===== src/rtl/pc_fetch_ctrl_if.sv =====
// Fetch-unit bus bundle: instruction-memory request/response side plus the
// decoded-instruction handoff (with jump/branch redirect info) to downstream.
interface pc_fetch_ctrl_if;
    logic        imem_req;
    logic [31:0] imem_addr;
    logic        imem_gnt;
    logic        imem_rvalid;
    logic [31:0] imem_rdata;

    logic        instr_valid;
    logic [31:0] instr;
    logic [31:0] instr_pc;
    logic        instr_ready;
    logic        jump_en;
    logic [25:0] jump_offset;
    logic        branch_en;
    logic [15:0] branch_imm;

    // The fetch controller is the master.
    modport master (
        output imem_req, imem_addr, instr_valid, instr, instr_pc,
        input  imem_gnt, imem_rvalid, imem_rdata,
        input  instr_ready, jump_en, jump_offset, branch_en, branch_imm
    );

    // Memory and downstream consumer side.
    modport slave (
        input  imem_req, imem_addr, instr_valid, instr, instr_pc,
        output imem_gnt, imem_rvalid, imem_rdata,
        output instr_ready, jump_en, jump_offset, branch_en, branch_imm
    );
endinterface


===== src/rtl/pc_fetch_ctrl.sv =====
// Single-outstanding instruction fetch controller: requests one word at a time,
// holds it until consumed, then redirects the PC for jumps/branches.
module pc_fetch_ctrl #(
    parameter logic [31:0] RESET_PC = 32'h0000_0000
) (
    input  logic            clk,
    input  logic            rst_n,
    pc_fetch_ctrl_if.master bus
);

    typedef enum logic [1:0] {
        IDLE,
        REQ,
        WAIT,
        FULL
    } state_t;

    state_t      state;
    logic [31:0] pc;
    logic        req_q;
    logic [31:0] addr_q;
    logic        valid_q;
    logic [31:0] instr_q;
    logic [31:0] instr_pc_q;

    logic [31:0] seq_pc;
    logic [31:0] next_pc;

    // Redirect target for the held instruction; jump takes priority over branch.
    always_comb begin
        seq_pc = instr_pc_q + 32'd1;
        if (bus.jump_en) begin
            next_pc = {seq_pc[31:26], bus.jump_offset};
        end else if (bus.branch_en) begin
            next_pc = seq_pc + {{16{bus.branch_imm[15]}}, bus.branch_imm};
        end else begin
            next_pc = seq_pc;
        end
    end

    // All outputs are registered so nothing reaches them combinationally from inputs.
    always_ff @(posedge clk or negedge rst_n) begin
        if (!rst_n) begin
            state      <= IDLE;
            pc         <= RESET_PC;
            req_q      <= 1'b0;
            addr_q     <= RESET_PC;
            valid_q    <= 1'b0;
            instr_q    <= 32'd0;
            instr_pc_q <= 32'd0;
        end else begin
            case (state)
                IDLE: begin
                    state  <= REQ;
                    req_q  <= 1'b1;
                    addr_q <= pc;
                end
                REQ: begin
                    if (bus.imem_gnt) begin
                        state <= WAIT;
                        req_q <= 1'b0;
                    end
                end
                WAIT: begin
                    if (bus.imem_rvalid) begin
                        state      <= FULL;
                        instr_q    <= bus.imem_rdata;
                        instr_pc_q <= pc;
                        valid_q    <= 1'b1;
                    end
                end
                FULL: begin
                    if (bus.instr_ready) begin
                        state   <= REQ;
                        valid_q <= 1'b0;
                        pc      <= next_pc;
                        addr_q  <= next_pc;
                        req_q   <= 1'b1;
                    end
                end
                default: begin
                    state <= IDLE;
                    req_q <= 1'b0;
                end
            endcase
        end
    end

    assign bus.imem_req    = req_q;
    assign bus.imem_addr   = addr_q;
    assign bus.instr_valid = valid_q;
    assign bus.instr       = instr_q;
    assign bus.instr_pc    = instr_pc_q;

endmodule

===== src/flat_wrapper.sv =====
// flat-port wrapper written by rule: the top's interface ports become plain ports
module pc_fetch_ctrl_flat 
#(
    parameter logic [31:0] RESET_PC = 32'h0000_0000
)
  (clk, rst_n, bus_imem_req, bus_imem_addr, bus_instr_valid, bus_instr, bus_instr_pc, bus_imem_gnt, bus_imem_rvalid, bus_imem_rdata, bus_instr_ready, bus_jump_en, bus_jump_offset, bus_branch_en, bus_branch_imm);
  pc_fetch_ctrl_if bus_i ();
  input  logic clk;
  input  logic rst_n;
  output wire logic [$bits(bus_i.imem_req)-1:0] bus_imem_req;
  output wire logic [$bits(bus_i.imem_addr)-1:0] bus_imem_addr;
  output wire logic [$bits(bus_i.instr_valid)-1:0] bus_instr_valid;
  output wire logic [$bits(bus_i.instr)-1:0] bus_instr;
  output wire logic [$bits(bus_i.instr_pc)-1:0] bus_instr_pc;
  input wire logic [$bits(bus_i.imem_gnt)-1:0] bus_imem_gnt;
  input wire logic [$bits(bus_i.imem_rvalid)-1:0] bus_imem_rvalid;
  input wire logic [$bits(bus_i.imem_rdata)-1:0] bus_imem_rdata;
  input wire logic [$bits(bus_i.instr_ready)-1:0] bus_instr_ready;
  input wire logic [$bits(bus_i.jump_en)-1:0] bus_jump_en;
  input wire logic [$bits(bus_i.jump_offset)-1:0] bus_jump_offset;
  input wire logic [$bits(bus_i.branch_en)-1:0] bus_branch_en;
  input wire logic [$bits(bus_i.branch_imm)-1:0] bus_branch_imm;
  assign bus_imem_req = bus_i.imem_req;
  assign bus_imem_addr = bus_i.imem_addr;
  assign bus_instr_valid = bus_i.instr_valid;
  assign bus_instr = bus_i.instr;
  assign bus_instr_pc = bus_i.instr_pc;
  assign bus_i.imem_gnt = bus_imem_gnt;
  assign bus_i.imem_rvalid = bus_imem_rvalid;
  assign bus_i.imem_rdata = bus_imem_rdata;
  assign bus_i.instr_ready = bus_instr_ready;
  assign bus_i.jump_en = bus_jump_en;
  assign bus_i.jump_offset = bus_jump_offset;
  assign bus_i.branch_en = bus_branch_en;
  assign bus_i.branch_imm = bus_branch_imm;
  pc_fetch_ctrl #(.RESET_PC(RESET_PC)) u_core (.clk(clk), .rst_n(rst_n), .bus(bus_i));
endmodule

===== config.mk =====
export PLATFORM = sky130hd
export DESIGN_NAME = pc_fetch_ctrl_flat
export DESIGN_NICKNAME = d
export VERILOG_FILES = /design/src/rtl/pc_fetch_ctrl_if.sv /design/src/rtl/pc_fetch_ctrl.sv /design/src/flat_wrapper.sv
export SDC_FILE = /design/constraint.sdc
export NUM_CORES = 1
export LEC_CHECK = 0
export BUFFER_PORTS_ARGS = -buffer_cell sky130_fd_sc_hd__buf_2
export CORE_ASPECT_RATIO = 1.2
export CORE_MARGIN = 2
export CORE_UTILIZATION = 30
export DETAILED_ROUTE_END_ITERATION = 16
export GPL_TIMING_DRIVEN = 0
export PLACE_DENSITY = 0.47
export SLEW_MARGIN = 40
export SYNTH_ARGS = -nofsm -noshare
export SYNTH_HDL_FRONTEND = slang
export SYNTH_SLANG_ARGS = --single-unit

===== constraint.sdc =====
create_clock -name clk -period 4.29 [get_ports clk]
set_input_delay 0.6435 -clock clk [delete_from_list [all_inputs] [get_ports clk]]
set_output_delay 0.6435 -clock clk [all_outputs]
set_load 0.02 [all_outputs]

==> flow_metrics.tcl <==
set metrics [dict create \
    die_w_um 156 \
    vias 7305 \
    critical_path.cell_chain "ha_1 -> nand4_1 -> nor4_4 -> nand2_1 -> xnor2_1 -> ha_1 -> a211o_1 -> a221o_1 -> nor2_1 -> o21ai_1 -> o2111ai_2 -> o21ai_1 -> a311o_1 -> and3_1 -> nor3_1" \
    yosys.area.top_type "dfrtp_1" \
    pwr-share-comb 0.537 \
    layoutNonFillerInstCount 1435 \
    slowest_stage "dfrtp_2" \
    syn_nets 1008 \
    timing.fmax_mhz 246 \
    multiInputGateArea_mm2 0.00487 \
    routabilityCongestion 0.815 \
    ys_ff_latch 132 \
    p_clk_frac 0.168 \
    wl_met1_um 12900 \
    r2r-start "u_core.bus.instr_pc[0]$_DFFE_PN0P_" \
    yosysWarnings 0 \
    synth_area_mm2 0.00835 \
    clk_pin_slew_worst_paths_ns 0.06 \
    slew_viol_final 0 \
    wl_per_cell_um 19.5 \
    synth_edf_count 0 \
    async_flop_share 1.00 \
    ant_nets 0 \
    area_growth_pct 24.1 \
    p_sw_frac 0.462 \
    syn_inst 882 \
    die_y_um 187 \
    holdCritPathClass "in2async" \
    seqPwrFrac 0.296 \
    seq_area_mm2 0.00330 \
    crit_type "reg2reg" \
    relSlewSlack 0.439 \
    hpwl_um 21800 \
    rr_endpoint "u_core.pc[29]$_DFFE_PN0P_" \
    synth_area_per_cell_um2 9.47 \
    period_share 0.947 \
    grt_pass1_vias 7486 \
    synth_top_cell_area_share 0.396 \
    drive_above_1_share 0.286 \
    drc 0 \
    synthTopCellsByArea "dfrtp_1 (40%), mux2_2 (9.7%), ha_1 (6.6%)" \
    switching_power_w 0.00382 \
    worst_pin_slew_ns 0.841 \
    final-hold-violation-count 0 \
    crit_fanout 7 \
    grt_pass1_wl_um 43200 \
    cp_num_buf_inv 0 \
    met2_length_um 13400 \
    die-area_mm2 0.0292 \
    seq_area_frac_synth 0.396 \
    wl_met3_um 1230 \
    htree_num_levels 4 \
    max_cap_viol_count 0 \
    cts_hold_buf 0 \
    maxUsedRoutingLayer "met4" \
    tns_ns 0 \
    gr-total-overflow 0 \
    crit_cells 15 \
    fin_util 0.380 \
    yosysUniqueCellTypes 64 \
    r2r_setup_slack_ns 0.23 \
    grt_usage 0.193 \
    rows 66 \
    nets 1208 \
    rsz0062_at_grt "no" \
    finalWirelength_um 28000 \
    first_pass_iters 5 \
    cp_data_required_time_ns 4.62 \
    coreArea_mm2 0.0273 \
    cp.arrival_ns 4.39 \
    peakVddDrop_mv 0.372 \
    end_kind "flip-flop" \
    clock-root-buffer "clkbuf_16" \
    skew_ns 0.00756 \
    antenna_found_initial 0 \
    power_density_mw_per_mm2 798 \
    synth_ff_type "dfrtp_1" \
    insertion_delay_ns 0.42 \
    status "finished, final reports clean" \
    place.port_buffers 177 \
    startpoint_type "flip-flop" \
    io_pins 179 \
    start_util 0.306 \
    drtIter0Drc 334 \
    clkSinkCount 132 \
    cts_tree "built" \
    grt_max_degree 51 \
    fin_crit_ns 4.06 \
    worst_path_dominant_cell_family "compound AO/OA/AOI/OAI gates" \
    slowest_delay_ns 0.45 \
    nFillCells 2782 \
    finalSetupViolations 0 \
    internal_power_w 0.00445 \
    cts_buffers 17 \
    avgViaCountPerCell 5.09 \
    place_inst 1401 \
    clockBufferDepth 2 \
    reg2reg_depth 15 \
    p_leak_nw 4.86 \
    n_antenna_cell 0 \
]
-- final cells by class --
class | count | share of cell area
Buffer | 44 | 0.0162
Clock buffer | 17 | 0.0410
Clock inverter | 15 | 0.0128
Inverter | 16 | 0.00579
Multi-Input combinational cell | 688 | 0.470
Sequential cell | 132 | 0.319
Tap cell | 340 | 0.0410
Timing Repair Buffer | 183 | 0.0946
-- state kept, by name (all words and copies together), names as in the netlist --
signal                  cells
u_core.bus.imem_req         1
u_core.pc                  32
u_core.state                2
u_core.bus.instr_pc        32
u_core.bus.instr           32
u_core.bus.instr_valid      1
u_core.bus.imem_addr       32
-- kinds of logic after synthesis --
kind of cell,after synthesis,synth area share
compound gates,239,0.183
xor+xnor,51,0.0535
mux,96,0.126
simple gates,257,0.145
fa+ha+maj,45,0.0683
buf+inv,62,0.0280
flops,132,0.396
-- cells in the mapped netlist (all sizes together), types with 2 or more instances --
cell	instances
a211o	5
a211oi	19
a21boi	3
a21o	19
a21oi	72
a31oi	3
a41oi	2
and2	2
and3	9
buf	6
clkbuf	40
dfrtp	132
ha	44
inv	15
mux2	73
mux2i	23
nand2	116
nand2b	5
nand3	14
nand3b	2
nand4	13
nor2	51
nor2b	24
nor3	8
nor3b	2
nor4	3
nor4b	2
o211a	2
o211ai	9
o21a	13
o21ai	58
o21bai	6
o221a	4
o22ai	10
o31ai	3
or3	2
xnor2	32
xor2	19
-- worst max-delay path by stage --
| stage | to | from | slack, ns |
|---|---|---|---|
| 3_5_place_dp | u_core.pc[31]$_DFFE_PN0P_ | u_core.bus.instr_pc[0]$_DFFE_PN0P_ | -0.33 |
| 2_1_floorplan | u_core.pc[31]$_DFFE_PN0P_ | u_core.bus.instr_pc[0]$_DFFE_PN0P_ | 0.64 |
| 4_1_cts | u_core.pc[31]$_DFFE_PN0P_ | u_core.bus.instr_pc[2]$_DFFE_PN0P_ | 0.03 |
| 5_1_grt | u_core.pc[29]$_DFFE_PN0P_ | u_core.bus.instr_pc[0]$_DFFE_PN0P_ | 0.009 |
| 6_report | u_core.pc[29]$_DFFE_PN0P_ | u_core.bus.instr_pc[0]$_DFFE_PN0P_ | 0.23 |
| 3_3_place_gp | u_core.pc[31]$_DFFE_PN0P_ | u_core.bus.instr_pc[0]$_DFFE_PN0P_ | -0.29 |
-- layout by cell type, fill, tap and decap left out, types with 7 or more instances in the layout --
cell and instances:
clkbuf_1 37, nand2_1 116, buf_2 177, a21oi_1 71, o21a_1 13, o211ai_1 9, and3_1 9, nand4_1 12
xnor2_1 30, xor2_1 19, nor2_1 50, nor2b_1 24, o21ai_0 54, nand3_1 14, a21o_1 19, ha_1 44
mux2_2 72, clkbuf_16 17, mux2i_1 23, a211oi_1 19, inv_1 15, nor3_1 7, dfrtp_1 131, o22ai_1 10
-- per-layer routing --
metal  track usage  up-vias
met3        0.0348       32
met2         0.323      178
met1         0.257     3519
li1              -     3576
met4        0.0483        0
met5             0        -
-- power groups by stage --
stage,clock (W),sequential [W],combinational [W]
after floorplan,0,0.00283,0.00258
after global placement,0,0.00242,0.00442
after detailed placement,0,0.00244,0.00443
after CTS,0.00142,0.00243,0.00446
after global routing,0.00148,0.00253,0.00490
final,0.00139,0.00245,0.00444
-- metrics by stage --
step	setup slack [ns]	power (W)	hold slack [ns]	cell area, um^2
after floorplan	0.641	0.00540	0.348	8350
after global placement	-0.287	0.00684	0.483	9660
after detailed placement	-0.329	0.00687	0.487	9730
after CTS	0.0308	0.00831	0.0996	10300
after global routing	0.00873	0.00892	0.109	10400
final	0.228	0.00827	0.107	10400
-- repair_timing --
| item | in CTS | in global routing |
|---|---|---|
| setup endpoints to repair | 6 | 21 |
| setup buffers | 2 | 2 |
| pin swaps | 1 | 3 |
| cloned | 0 | 0 |
| resized for setup | 3 | 7 |
(Power assumes the default switching activity.)
